==> config.mk <==
export PLATFORM = sky130hd
export DESIGN_NAME = alu_op_driver_flat
export DESIGN_NICKNAME = d
export VERILOG_FILES = /design/src/rtl/alu_op_driver_pkg.sv /design/src/rtl/alu_op_driver_if.sv /design/src/rtl/alu_cmd_fifo.sv /design/src/rtl/alu_op_driver.sv /design/src/flat_wrapper.sv
export SDC_FILE = /design/constraint.sdc
export NUM_CORES = 1
export LEC_CHECK = 0
export ABC_CLOCK_PERIOD_IN_PS = 2500
export BUFFER_PORTS_ARGS = -buffer_cell sky130_fd_sc_hd__buf_2
export CORE_MARGIN = 3
export CORE_UTILIZATION = 50
export CTS_BUF_LIST = sky130_fd_sc_hd__clkbuf_8
export DETAILED_ROUTE_END_ITERATION = 8
export PLACE_DENSITY = 0.83
export SYNTH_ARGS = -nofsm -noshare
export SYNTH_HDL_FRONTEND = slang
export SYNTH_SLANG_ARGS = --single-unit
==> constraint.sdc <==
create_clock -name clk -period 2.5 [get_ports clk]
set_input_delay 0.5 -clock clk [delete_from_list [all_inputs] [get_ports clk]]
set_output_delay 0.5 -clock clk [all_outputs]
set_load 0.02 [all_outputs]
==> src/rtl/alu_op_driver_pkg.sv <==
// rtl/alu_op_driver_pkg.sv - shared types and expected-result helper for the ALU command driver
package pck;

  typedef enum logic [1:0] {
    Add           = 2'd0,
    Sub           = 2'd1,
    Not_A         = 2'd2,
    ReductionOR_B = 2'd3
  } opcode_e;

  typedef struct packed {
    opcode_e          opcode;
    logic signed [3:0] a;
    logic signed [3:0] b;
  } alu_cmd_t;

  typedef enum logic [1:0] {
    IDLE = 2'd0,
    WAIT = 2'd1,
    RESP = 2'd2
  } drv_state_e;

  // Result the ALU should produce for one operation, sign-extended to 5 bits.
  function automatic logic signed [4:0] alu_expected(opcode_e op, logic signed [3:0] a,
                                                     logic signed [3:0] b);
    logic signed [4:0] ax;
    logic signed [4:0] bx;
    logic signed [4:0] res;
    ax = {a[3], a};
    bx = {b[3], b};
    unique case (op)
      Add:           res = ax + bx;
      Sub:           res = ax - bx;
      Not_A:         res = ~ax;
      ReductionOR_B: res = {4'b0000, |b};
      default:       res = 5'sd0;
    endcase
    return res;
  endfunction

endpackage

==> src/rtl/alu_op_driver_if.sv <==
// rtl/alu_op_driver_if.sv - command/ALU/response bundle; rsp_err exists only with ALU_OP_DRV_CHECK_EN
interface alu_op_driver_if;
  import pck::*;

  logic              cmd_valid;
  logic              cmd_ready;
  opcode_e           cmd_opcode;
  logic signed [3:0] cmd_a;
  logic signed [3:0] cmd_b;
  opcode_e           alu_opcode;
  logic signed [3:0] alu_a;
  logic signed [3:0] alu_b;
  logic signed [4:0] alu_c;
  logic              rsp_valid;
  logic              rsp_ready;
  logic signed [4:0] rsp_c;
  opcode_e           rsp_opcode;
`ifdef ALU_OP_DRV_CHECK_EN
  logic              rsp_err;
`endif

  // Host side: issues commands, models the ALU, consumes responses.
  modport master (
    output cmd_valid, cmd_opcode, cmd_a, cmd_b, alu_c, rsp_ready,
    input  cmd_ready, alu_opcode, alu_a, alu_b, rsp_valid, rsp_c, rsp_opcode
`ifdef ALU_OP_DRV_CHECK_EN
    , input rsp_err
`endif
  );

  // Driver side.
  modport slave (
    input  cmd_valid, cmd_opcode, cmd_a, cmd_b, alu_c, rsp_ready,
    output cmd_ready, alu_opcode, alu_a, alu_b, rsp_valid, rsp_c, rsp_opcode
`ifdef ALU_OP_DRV_CHECK_EN
    , output rsp_err
`endif
  );

endinterface

==> src/rtl/alu_cmd_fifo.sv <==
// rtl/alu_cmd_fifo.sv - command FIFO with wrapping pointers and a separate occupancy count
module alu_cmd_fifo
  import pck::*;
#(
  parameter int DEPTH = 4
) (
  input  logic     clk,
  input  logic     rst_n,
  input  logic     push,
  input  alu_cmd_t wdata,
  input  logic     pop,
  output alu_cmd_t rdata,
  output logic     full,
  output logic     empty
);

  localparam int AW = $clog2(DEPTH);
  localparam logic [AW:0] CNT_FULL = (AW + 1)'(DEPTH);
  localparam logic [AW:0] CNT_ONE  = (AW + 1)'(1);

  alu_cmd_t      mem_q [DEPTH];
  logic [AW-1:0] wr_ptr_q;
  logic [AW-1:0] rd_ptr_q;
  logic [AW:0]   count_q;
  logic          do_push;
  logic          do_pop;

  assign full    = (count_q == CNT_FULL);
  assign empty   = (count_q == '0);
  assign do_push = push && !full;
  assign do_pop  = pop && !empty;
  assign rdata   = mem_q[rd_ptr_q];

  // Storage: written on accepted pushes only; contents are don't-care until pushed.
  always_ff @(posedge clk) begin
    if (do_push) mem_q[wr_ptr_q] <= wdata;
  end

  // Pointers wrap modulo DEPTH; the count alone decides full/empty.
  always_ff @(posedge clk or negedge rst_n) begin
    if (!rst_n) begin
      wr_ptr_q <= '0;
      rd_ptr_q <= '0;
      count_q  <= '0;
    end else begin
      if (do_push) wr_ptr_q <= wr_ptr_q + 1'b1;
      if (do_pop)  rd_ptr_q <= rd_ptr_q + 1'b1;
      if (do_push && !do_pop)      count_q <= count_q + CNT_ONE;
      else if (do_pop && !do_push) count_q <= count_q - CNT_ONE;
    end
  end

endmodule

==> src/rtl/alu_op_driver.sv <==
// rtl/alu_op_driver.sv - issues buffered commands to the ALU one at a time; ALU_OP_DRV_CHECK_EN adds rsp_err
module alu_op_driver
  import pck::*;
#(
  parameter int DEPTH   = 4,
  parameter int ALU_LAT = 1
) (
  input logic            clk,
  input logic            reset,
  alu_op_driver_if.slave bus
);

  localparam int CW = (ALU_LAT < 2) ? 1 : $clog2(ALU_LAT + 1);

  alu_cmd_t          head;
  alu_cmd_t          cmd_in;
  logic              fifo_full;
  logic              fifo_empty;
  logic              push;
  logic              pop;

  drv_state_e        state_q;
  logic [CW-1:0]     cnt_q;
  opcode_e           alu_opcode_q;
  logic signed [3:0] alu_a_q;
  logic signed [3:0] alu_b_q;
  logic              rsp_valid_q;
  logic signed [4:0] rsp_c_q;
  opcode_e           rsp_opcode_q;
`ifdef ALU_OP_DRV_CHECK_EN
  logic              rsp_err_q;
`endif

  assign cmd_in = '{opcode: bus.cmd_opcode, a: bus.cmd_a, b: bus.cmd_b};
  assign push   = bus.cmd_valid && !fifo_full;
  assign pop    = (state_q == IDLE) && !fifo_empty;

  alu_cmd_fifo #(.DEPTH(DEPTH)) u_fifo (
    .clk   (clk),
    .rst_n (reset),
    .push  (push),
    .wdata (cmd_in),
    .pop   (pop),
    .rdata (head),
    .full  (fifo_full),
    .empty (fifo_empty)
  );

  assign bus.cmd_ready  = !fifo_full;
  assign bus.alu_opcode = alu_opcode_q;
  assign bus.alu_a      = alu_a_q;
  assign bus.alu_b      = alu_b_q;
  assign bus.rsp_valid  = rsp_valid_q;
  assign bus.rsp_c      = rsp_c_q;
  assign bus.rsp_opcode = rsp_opcode_q;
`ifdef ALU_OP_DRV_CHECK_EN
  assign bus.rsp_err    = rsp_err_q;
`endif

  // Issue / wait-out-latency / hold-response sequencer; one operation in flight at a time.
  always_ff @(posedge clk or negedge reset) begin
    if (!reset) begin
      state_q      <= IDLE;
      cnt_q        <= '0;
      alu_opcode_q <= Add;
      alu_a_q      <= '0;
      alu_b_q      <= '0;
      rsp_valid_q  <= 1'b0;
      rsp_c_q      <= '0;
      rsp_opcode_q <= Add;
`ifdef ALU_OP_DRV_CHECK_EN
      rsp_err_q    <= 1'b0;
`endif
    end else begin
      unique case (state_q)
        IDLE: begin
          if (!fifo_empty) begin
            alu_opcode_q <= head.opcode;
            alu_a_q      <= head.a;
            alu_b_q      <= head.b;
            cnt_q        <= CW'(ALU_LAT);
            state_q      <= WAIT;
          end
        end
        WAIT: begin
          if (cnt_q == '0) begin
            rsp_c_q      <= bus.alu_c;
            rsp_opcode_q <= alu_opcode_q;
            rsp_valid_q  <= 1'b1;
`ifdef ALU_OP_DRV_CHECK_EN
            rsp_err_q    <= (bus.alu_c != alu_expected(alu_opcode_q, alu_a_q, alu_b_q));
`endif
            state_q      <= RESP;
          end else begin
            cnt_q <= cnt_q - 1'b1;
          end
        end
        RESP: begin
          if (bus.rsp_ready) begin
            rsp_valid_q <= 1'b0;
`ifdef ALU_OP_DRV_CHECK_EN
            rsp_err_q   <= 1'b0;
`endif
            state_q     <= IDLE;
          end
        end
        default: state_q <= IDLE;
      endcase
    end
  end

endmodule

==> src/flat_wrapper.sv <==
// flat-port wrapper written by rule: the top's interface ports become plain ports
module alu_op_driver_flat import pck::*;
#(
  parameter int DEPTH   = 4,
  parameter int ALU_LAT = 1
)
  (clk, reset, bus_cmd_valid, bus_cmd_opcode, bus_cmd_a, bus_cmd_b, bus_alu_c, bus_rsp_ready, bus_cmd_ready, bus_alu_opcode, bus_alu_a, bus_alu_b, bus_rsp_valid, bus_rsp_c, bus_rsp_opcode);
  alu_op_driver_if bus_i ();
  input logic clk;
  input logic reset;
  input wire logic [$bits(bus_i.cmd_valid)-1:0] bus_cmd_valid;
  input wire logic [$bits(bus_i.cmd_opcode)-1:0] bus_cmd_opcode;
  input wire logic [$bits(bus_i.cmd_a)-1:0] bus_cmd_a;
  input wire logic [$bits(bus_i.cmd_b)-1:0] bus_cmd_b;
  input wire logic [$bits(bus_i.alu_c)-1:0] bus_alu_c;
  input wire logic [$bits(bus_i.rsp_ready)-1:0] bus_rsp_ready;
  output wire logic [$bits(bus_i.cmd_ready)-1:0] bus_cmd_ready;
  output wire logic [$bits(bus_i.alu_opcode)-1:0] bus_alu_opcode;
  output wire logic [$bits(bus_i.alu_a)-1:0] bus_alu_a;
  output wire logic [$bits(bus_i.alu_b)-1:0] bus_alu_b;
  output wire logic [$bits(bus_i.rsp_valid)-1:0] bus_rsp_valid;
  output wire logic [$bits(bus_i.rsp_c)-1:0] bus_rsp_c;
  output wire logic [$bits(bus_i.rsp_opcode)-1:0] bus_rsp_opcode;
  assign bus_i.cmd_valid = bus_cmd_valid;
  assign bus_i.cmd_opcode = bus_cmd_opcode;
  assign bus_i.cmd_a = bus_cmd_a;
  assign bus_i.cmd_b = bus_cmd_b;
  assign bus_i.alu_c = bus_alu_c;
  assign bus_i.rsp_ready = bus_rsp_ready;
  assign bus_cmd_ready = bus_i.cmd_ready;
  assign bus_alu_opcode = bus_i.alu_opcode;
  assign bus_alu_a = bus_i.alu_a;
  assign bus_alu_b = bus_i.alu_b;
  assign bus_rsp_valid = bus_i.rsp_valid;
  assign bus_rsp_c = bus_i.rsp_c;
  assign bus_rsp_opcode = bus_i.rsp_opcode;
  alu_op_driver #(.DEPTH(DEPTH), .ALU_LAT(ALU_LAT)) u_core (.clk(clk), .reset(reset), .bus(bus_i));
endmodule
---- Yosys cells after proc, flatten, opt, wreduce, memory -nomap -nowiden ----
Memories as Yosys holds them, arrays and structs flattened. A register that Yosys moved wholly into a read port is not among the register bits.
Index checks and enable logic that the tools add are counted.
storage, ports and cells
  bits in registers ....................... 18
  RAM bits ................................ 40
  input bits .............................. 19
  output and inout port bits .............. 19
  logic and storage cells ................. 57
  memories ................................ 1
memories
  name                 words  bits a word  rd ports  clocked after memory_dff  wr ports  line                RTL
  u_core.u_fifo.mem_q  4      10           1         1                         1         alu_cmd_fifo.sv:21  alu_cmd_t mem_q [DEPTH];
operators by class
  $add $sub $neg .......................... 5
  equality and inequality tests ........... 6
  multiplexer cells ....................... 14
  bitwise gates (word level) .............. 2
  reductions and logical operators ........ 21
operators by type and width
  kind                                                                count
  1-bit logical AND                                                   6
  1-bit two-way mux                                                   6
  2-bit two-way mux                                                   3
  3-bit two-way mux                                                   2
  2-bit inequality test, second input constant                        3
  2-bit case mux with 3 select lines                                  1
  2-bit AND reduction                                                 3
  3-bit AND reduction                                                 2
  2-bit nonzero test                                                  3
  1-bit zero test                                                     5
  2-bit by 1-bit adder with 2-bit output, second input constant       2
  1-bit case mux with 2 select lines                                  2
  3-bit by 1-bit adder with 3-bit output, second input constant       1
  3-bit == test, second input constant                                1
  3-bit zero test                                                     1
  3-bit by 1-bit subtractor with 3-bit output, second input constant  1
  2-bit by 1-bit == test with 1-bit output, second input constant     1
  2-bit == test, second input constant                                1
  2-bit zero test                                                     1
  1-bit NOT                                                           2
  1-bit subtractor, second input constant                             1

---- Depth between registers and ports, before layout ----
Gate-level depths: netlist of run 1.
  depth after elaboration ................. 8
  depth in mapped cells ................... 10
  gate-level depth less buffers ........... 8

---- Hierarchy ----
Synthesis of run 1 repeated with hierarchy kept, for this count alone.
second synthesis, totals
  cell total of the unflattened synthesis .. 145
  area total of the unflattened synthesis .. 2721.4 um2
modules (own cells, without submodules)
  module         times used  cells each  area an instance (um2)  sequential area each (um2)
  alu_cmd_fifo   1           88          1864.3                  1376.3
  alu_op_driver  1           57          857.1                   525.5

---- Least setup slack after synthesis of run 1 ----
Ideal clock, no wire load.
  path type ............................... flip-flop to flip-flop
  from .................................... reg u_core.u_fifo.count_q[0]
  to ...................................... reg u_core.u_fifo.count_q[2]
  library setup time ...................... 79 ps
  arrival time ............................ 2038 ps
  required time ........................... 2421 ps
  slack ................................... 383 ps
  cell stages (with the launch flop) ...... 11
  buffers on the path ..................... 2
  clock period less this slack ............ 2117 ps
  cells stage by stage .................... dfrtp_1 nor3_1 or3_1 buf_2 buf_6 ha_1 inv_1 fa_1 xor2_1 nor2_1 xor2_1
on the way
  word-level cells in the longest chain between the ends .. 7
  elaborated cells on any way between the ends .. 17
  those cells by class .................... 2 x add/sub; 1 x eq/ne; 2 x mux; 12 x reduce/logical
ends and longest elaborated chain
  element                                                                              line                RTL
  start: declaration                                                                   alu_cmd_fifo.sv:24  logic [AW:0] count_q;
  start signal: assignment                                                             alu_cmd_fifo.sv:48  if (do_push && !do_pop) count_q <= count_q + CNT_ONE;
  start signal: assignment                                                             alu_cmd_fifo.sv:49  else if (do_pop && !do_push) count_q <= count_q - CNT_ONE;
  branches (longest 7 deep; another with 3-bit by 1-bit subtractor with 3-bit output)  n/a
Several ways; the timed one is not identified. The select of a mux whose other input is x is not followed.
A chain may end at the register's enable or synchronous reset.

---- Final worst setup path of run 1 ----
  from .................................... reg u_core.u_fifo.count_q[0]
  to ...................................... reg u_core.u_fifo.count_q[2]
on the way
  word-level cells in the longest chain between the ends .. 7
  elaborated cells on any way between the ends .. 17
  those cells by class .................... 2 x add/sub; 1 x eq/ne; 2 x mux; 12 x reduce/logical
ends and longest elaborated chain
  element                       line                                     RTL
  3-bit == test (*)             alu_cmd_fifo.sv:28                       assign full = (count_q == CNT_FULL);
  1-bit zero test (*)           alu_cmd_fifo.sv:30, alu_op_driver.sv:35
  1-bit logical AND             alu_op_driver.sv:35                      assign push = bus.cmd_valid && !fifo_full;
  1-bit logical AND (*)         alu_cmd_fifo.sv:30                       assign do_push = push && !full;
  via u_core.u_fifo.do_push     alu_cmd_fifo.sv:25                       logic do_push;
  1-bit zero test               alu_cmd_fifo.sv:49
  1-bit logical AND             alu_cmd_fifo.sv:49
  2-bit nonzero test (no line)  n/a
The timed path passes the listed nets; every way through them passes the cells marked *. The select of a mux whose other input is x is not followed.

==> results by group, run 1 <==
Pwr
  – Logic pwr share: 0.354
  – Pwr/cell area: 1280 nW/um2
  – Switching power: approximately 1300 uW
  – Int Pwr: around 2600 uW
  – P_leak: 0.00128 uW
  – Reg power frac: 0.462
  – Peak supply drop: between 0.0007 and 0.0008 V
  – Switching Fraction: 0.335
  – Clk pwr share: 0.184

Setup path
  – Critical path class: reg2reg
  – Worst EP arrival: between 2 and 2.5 ns
  – RR Endpoint: u_core.u_fifo.count_q[2]$_DFFE_PN0P_
  – CP required: ~2.8 ns
  – R2R Path Start: u_core.u_fifo.count_q[0]$_DFFE_PN0P_
  – Reg-to-reg slack, setup: around 0.43 ns
  – Max FO, Critical Path: 4
  – CP endpoint kind: flip-flop
  – Worst reg-to-reg path cell count: 8
  – Critical Path Start Type: flip-flop

Drt
  – Wirelength per Cell: between 15 and 20 um
  – Iter 0 DRT Violations: 53
  – Detailed-route via count: 1344
  – Drt pass-1 iters: 4
  – Post-Route WL: 4330 um
  – Number of vias per cell: between 5 and 6
  – Remaining DRCs: 0
  – Final ANT Viol Nets: 0

Logic synthesis
  – Avg Cell Area, Syn: around 19 um2
  – Post-synthesis adder-cell area fraction: 0.0306
  – Synth top area share: 0.446
  – Post-Syn Instances: roughly 140
  – Mux share of post-synthesis cell area: 0.182
  – Synth Area in XOR/XNOR: 0.0195
  – Mapped Area: 2700 um2
  – Syn_nets: 164
  – Compound-gate portion of the synthesized area: 0.0130
  – Sequential area share after synthesis: 0.706
  – Largest area contributor in the netlist: edfxtp_1
  – Largest family of logic cells by synthesized area: multiplexers
  – Dominant cells by area after synthesis: edfxtp_1, dfrtp_1, mux4_1
  – Synth Area in Simple Gates: 0.0302
  – Synth warn: 0
  – Synth cell types: 26
  – #FFs+latches synth: 68

Run status
  – Status: finished clean

Floorplanning
  – Die Y: roughly 79 um
  – Placeable Area: a little over 5000 um2
  – Die area: around 6300 um2
  – Top-Level Pins: 38
  – FP Rows: 26
  – Die Width: around 79 um
  – Initial core utilization: 0.521

Final layout
  – Multi-input logic area: approximately 740 um2
  – Seq. cell area: around 1900 um2
  – Nets: 210
  – Syn-to-layout area delta: 15.5%
  – Fillers: 371
  – Share of layout cells above drive strength 1: 0.395
  – # diodes: 0

Place
  – Dpl hpwl: a little under 3000 um
  – Final Wtd Congestion: between 0.6 and 0.7
  – IO buf count: 37

STA
  – Setup violators final: 0
  – Fmax: ~0.48 GHz
  – Slew Viols, Final: 0
  – RSZ-0062 raised after global routing: false
  – Setup TNS: 0 ns
  – Final min period: 2.07 ns
  – Worst-margin pin slew: between 0.6 and 0.7 ns
  – Hold_ws: roughly 0.18 ns
  – Final worst path period share: 0.828
  – Rel. slew slack: 0.571
  – Setup Skew: between 0.004 and 0.005 ns
  – Hold Violations, Final: 0

Clock network
  – Clock latency on the worst-skew pair: roughly 0.34 ns
  – Root Driver: clkbuf_8
  – Setup Buffers After CTS: 0
  – Clk pin slew, worst setup/hold paths: about 0.070 ns
  – Post-CTS Resized: 0
  – H-tree levels: 3
  – CTS max path bufs: 2
  – CTS Buf Count: 9
  – Hold_buf cts: 0
  – Clock Sinks: between 60 and 70
  – CTS tree: built

Global route
  – Largest net degree at the start of global routing: 29
  – First-pass GRT wire length: ~7100 um
  – GRT Residual Overflow: 0
  – Antenna violations before repair: 0
  – Total GRT Usage: 0.157
  – Vias in the first global route: 1480

Min path
  – Worst min-delay path class: in2async

Job
  – Total of max-cap violations: 0
cell usage in the layout (no fill, tap or decap), drive strengths merged, types with 5 or more instances in the layout:
cell type,netlist,final
dfrtp,28,28
buf,3,39
inv,5,8
clkbuf,1,9
mux2,19,19
mux4,10,10
ha,5,5
edfxtp,40,40
kinds of logic after synthesis:
group,after synthesis
xor gates and xnor gates,6
buffers and inverters,9
AOI/OAI and AO/OA,6
muxes,29
and+or+nand+nor,15
DFF,68
adders and majority gates,6
power groups by stage:
| stage | sequential [uW] | combinational, uW | clock [uW] |
|---|---|---|---|
| CTS | 1850 | 1440 | 755 |
| finish | 1840 | 1410 | 735 |
| floorplan | 1940 | 960 | 0 |
| global route | 1890 | 1540 | 825 |
| detailed placement | 1870 | 1430 | 0 |
| global placement | 1830 | 1350 | 0 |
sequential cells by signal, summed over array words and instances (netlist names):
register	cells
u_core.bus.alu_a	4
u_core.bus.alu_b	4
u_core.bus.alu_opcode	2
u_core.bus.rsp_c	5
u_core.bus.rsp_opcode	2
u_core.bus.rsp_valid	1
u_core.cnt_q	1
u_core.state_q	2
u_core.u_fifo.count_q	3
u_core.u_fifo.mem_q	40
u_core.u_fifo.rd_ptr_q	2
u_core.u_fifo.wr_ptr_q	2
per-stage QoR:
stage               utilization  power, uW  setup slack [ns]  cell area [um2]  instances
global placement          0.571       3180             0.582             2950        244
CTS                       0.602       4040             0.445             3110        260
finish                    0.602       3990             0.429             3110        260
global route              0.602       4250             0.309             3110        260
floorplan                     -       2900             0.383             2700        139
detailed placement        0.571       3300             0.414             2950        244
worst max-delay path: stages, from the launching register on:
cell and delay [ns]:
dfrtp_1 0.43, nor2_1 0.09, a21boi_1 0.25, ha_1 0.24
inv_1 0.07, fa_1 0.42, xor2_1 0.15, nor2_1 0.14
xor2_1 0.19
per-layer routing:
metal,vias to the layer above,part of all wire,global-route usage
li1,618,-,-
met1,677,0.38,0.173
met2,44,0.54,0.273
met3,5,0.069,0.0519
met4,0,0.014,0.0773
met5,-,0,0
synthesized netlist by cell type, drive strengths merged:
cell and number:
dfrtp 28, a21o 1, buf 3, fa 1, ha 5, nor2 4
or3 1, a21oi 1, nand2b 1, a21boi 1, or4b 1, edfxtp 40
mux4 10, mux2 19, xnor2 4, clkbuf 1, nand2 3, xor2 2
and2 4, nor3 1, inv 5, o21ai 3
cell type report:
| type | instances | share of cell area |
|---|---|---|
| Clock buffer | 9 | 0.0398 |
| Clock inverter | 7 | 0.0121 |
| Sequential cell | 68 | 0.611 |
| Inverter | 5 | 0.00603 |
| Multi-Input combinational cell | 62 | 0.239 |
| Timing Repair Buffer | 39 | 0.0643 |
| Tap cell | 70 | 0.0281 |
worst max-delay path by stage:
stage                                               startpoint                              endpoint  slack (ns)
after floorplan           u_core.u_fifo.count_q[0]$_DFFE_PN0P_  u_core.u_fifo.count_q[2]$_DFFE_PN0P_        0.38
after global placement                           bus_cmd_valid  u_core.u_fifo.count_q[2]$_DFFE_PN0P_        0.58
after detailed placement                         bus_cmd_valid  u_core.u_fifo.count_q[2]$_DFFE_PN0P_        0.41
after CTS                 u_core.u_fifo.count_q[0]$_DFFE_PN0P_  u_core.u_fifo.count_q[2]$_DFFE_PN0P_        0.45
after global routing      u_core.u_fifo.count_q[0]$_DFFE_PN0P_  u_core.u_fifo.count_q[2]$_DFFE_PN0P_        0.31
final                     u_core.u_fifo.count_q[0]$_DFFE_PN0P_  u_core.u_fifo.count_q[2]$_DFFE_PN0P_        0.43
Power figures use the tool's default switching activity.
==> run 2: changes to the inputs <==
--- a/config.mk
+++ b/config.mk
@@ -5,13 +5,13 @@
 export SDC_FILE = /design/constraint.sdc
 export NUM_CORES = 1
 export LEC_CHECK = 0
-export ABC_CLOCK_PERIOD_IN_PS = 2500
+export ABC_CLOCK_PERIOD_IN_PS = 1800
 export BUFFER_PORTS_ARGS = -buffer_cell sky130_fd_sc_hd__buf_2
 export CORE_MARGIN = 3
 export CORE_UTILIZATION = 50
 export CTS_BUF_LIST = sky130_fd_sc_hd__clkbuf_8
 export DETAILED_ROUTE_END_ITERATION = 8
-export PLACE_DENSITY = 0.83
+export PLACE_DENSITY = 0.86
 export SYNTH_ARGS = -nofsm -noshare
 export SYNTH_HDL_FRONTEND = slang
 export SYNTH_SLANG_ARGS = --single-unit
==> constraint.sdc (replaced) <==
create_clock -name clk -period 1.8 [get_ports clk]
set_input_delay 0.36 -clock clk [delete_from_list [all_inputs] [get_ports clk]]
set_output_delay 0.36 -clock clk [all_outputs]
set_load 0.02 [all_outputs]
==> results by group, run 2 (same netlist as run 1, synthesis figures left out) <==
Run status
  – Status: finished, violations left (was finished clean)
  – Failing checks: setup timing

Setup path
  – Critical Path Start Type: flip-flop (unchanged)
  – Worst EP arrival: 2.08 ns (was 2.32 ns)
  – Crit-path slowest cell: or3_4 (was dfrtp_1)
  – Max FO, Critical Path: 5 (was 4)
  – Critical path class: reg2reg (unchanged)
  – Crit path max-delay family: adder cells (unchanged)
  – CP endpoint kind: flip-flop (unchanged)
  – Crit-path cells: or3_4, ha_4, inv_2, fa_2, mux2_2 (was nor2_1, a21boi_1, ha_1, inv_1, fa_1, xor2_1, nor2_1, xor2_1)
  – Largest stage delay, worst path: 0.42 ns (was 0.43 ns)
  – CP required: 2.03 ns (was 2.75 ns)
  – Worst Path Buf+Inv: 1 (unchanged)

Final layout
  – Syn-to-layout area delta: 22.9% (was 15.5%)
  – # diodes: 0 (unchanged)
  – Core Util, Final: 0.640 (was 0.602)
  – Non-filler cells, final: 276 (was 260)
  – Largest reg by FF count: u_core.u_fifo.mem_q (unchanged)
  – Commonest non-fill, non-tap cell in the layout: edfxtp_1 (unchanged)
  – Largest register FFs: 40 (unchanged)
  – Commonest cells after routing, fill and taps aside: edfxtp_1, buf_2, dfrtp_1 (unchanged)
  – Nets: 226 (was 210)
  – Share of layout cells above drive strength 1: 0.481 (was 0.395)

Global route
  – First-pass GRT wire length: 7130 um (about the same)
  – Total GRT Usage: 0.161 (was 0.157)
  – GRT Residual Overflow: 0 (unchanged)
  – Largest net degree at the start of global routing: 29 (unchanged)
  – Antenna violations before repair: 0 (unchanged)
  – Vias in the first global route: 1416 (was 1480)

STA
  – Hold Violations, Final: 0 (unchanged)
  – Final setup margin: -0.0476 ns (was 0.429 ns)
  – Slew Viols, Final: 0 (unchanged)
  – Fmax: 0.541 GHz (was 0.483 GHz)
  – RSZ-0062 raised after global routing: true (was false)
  – Rel. slew slack: 0.579 (was 0.571)
  – Worst-margin pin slew: 0.631 ns (was 0.644 ns)
  – Final worst path period share: 1.03 (was 0.828)
  – Setup Skew: 0.00969 ns (was 0.00495 ns)
  – Setup violators final: 1 (was 0)
  – Final min period: 1.85 ns (was 2.07 ns)

Drt
  – Iter 0 DRT Violations: 66 (was 53)
  – Drt pass-1 iters: 4 (unchanged)
  – Final ANT Viol Nets: 0 (unchanged)
  – Remaining DRCs: 0 (unchanged)
  – Post-Route WL: 4460 um (was 4330 um)
  – Detailed-route via count: 1383 (was 1344)
  – Wirelength per Cell: 16.2 um (was 16.6 um)
  – Number of vias per cell: 5.01 (was 5.17)

Clock network
  – CTS Buf Count: 9 (unchanged)
  – Clock Sinks: 68 (unchanged)
  – CTS tree: built (unchanged)
  – Root Driver: clkbuf_8 (unchanged)
  – Clock latency on the worst-skew pair: 0.34 ns (about the same)
  – CTS max path bufs: 2 (unchanged)
  – Clk pin slew, worst setup/hold paths: 0.07 ns (about the same)
  – H-tree levels: 3 (unchanged)

Floorplanning
  – FP Rows: 26 (unchanged)
  – Initial core utilization: 0.521 (unchanged)
  – Die Width: 79.4 um (unchanged)
  – Die area: 6310 um2 (unchanged)
  – Die Y: 79.4 um (unchanged)
  – Top-Level Pins: 38 (unchanged)
  – Placeable Area: 5170 um2 (unchanged)

Min path
  – Worst min-delay path class: in2async (unchanged)

Pwr
  – Peak supply drop: 0.000876 V (was 0.000721 V)
  – P_leak: 0.00137 uW (was 0.00128 uW)
  – Pwr/cell area: 1830 nW/um2 (was 1280 nW/um2)

Job
  – Total of max-cap violations: 0 (unchanged)

Place
  – IO buf count: 37 (unchanged)
  – Dpl hpwl: 2960 um (was 2970 um)
  – Final Wtd Congestion: 0.772 (was 0.668)
  – Dpl cells: 253 (was 244)
run 2: path summary, 6_finish.rpt:
path	from	endpoint	slack, ns	cells past startpoint
worst max-delay path	u_core.state_q[1]$_DFFE_PN0P_	u_core.u_fifo.count_q[1]$_DFFE_PN0P_	-0.05	5
worst min-delay path	reset	u_core.bus.alu_b[2]$_DFFE_PN0P_	0.03	1
worst max register to register	u_core.state_q[1]$_DFFE_PN0P_	u_core.u_fifo.count_q[1]$_DFFE_PN0P_	-0.05	5
worst min register to register	u_core.bus.rsp_c[3]$_DFFE_PN0P_	u_core.bus.rsp_c[3]$_DFFE_PN0P_	0.50	1
max in group asynchronous	reset	u_core.bus.rsp_opcode[0]$_DFFE_PN0P_	1.36	1
min in group clk	bus_cmd_a[2]	u_core.u_fifo.mem_q[3][6]$_DFFE_PP_	0.23	1
run 2: area by class of cell:
type / instances / area, um2
flip-flops and latches: 68 / 1900
fillers: 368 / 1860
multi-input cells: 62 / 779
repair buffers: 55 / 333
clock buffers: 9 / 124
well taps: 70 / 87.6
clock inverters: 7 / 67.6
inverters: 5 / 18.8
run 2: metrics by stage:
stage	cell area (um2)	power (uW)	hold WS, ns	setup slack (ns)	TNS [ns]
floorplan	2730	4110	0.0644	-0.207	-0.399
global placement	3050	4660	0.410	-0.0388	-0.0388
detailed placement	3050	4770	0.419	-0.102	-0.141
CTS	3270	6060	0.0269	-0.0565	-0.0708
global route	3310	6430	0.0509	-0.104	-0.188
finish	3310	6060	0.0306	-0.0476	-0.0476
run 2: routing by layer:
layer | track usage | routed length (um)
met1 | 0.188 | 1870
met2 | 0.258 | 2270
met3 | 0.0688 | 257
met4 | 0.0722 | 63
met5 | 0 | 0
run 2: worst register-to-register path: stages (launching register included):
cell and delay, ns:
dfrtp_1 0.41, or3_4 0.42, ha_4 0.18, inv_2 0.05, fa_2 0.41, mux2_2 0.26
run 2: where the power goes:
| group | internal [uW] | total, uW | switching (uW) |
|---|---|---|---|
| sequential | 2190 | 2480 | 288 |
| combinational | 1270 | 2380 | 1110 |
| clock | 631 | 1200 | 564 |
run 2: timing repair:
action                     CTS  global route
hold buffers                 0             0
resized for setup            3             0
pin swaps                    4             6
setup endpoints to repair    2             2
setup buffers                2             5
hold endpoints to repair     0             0
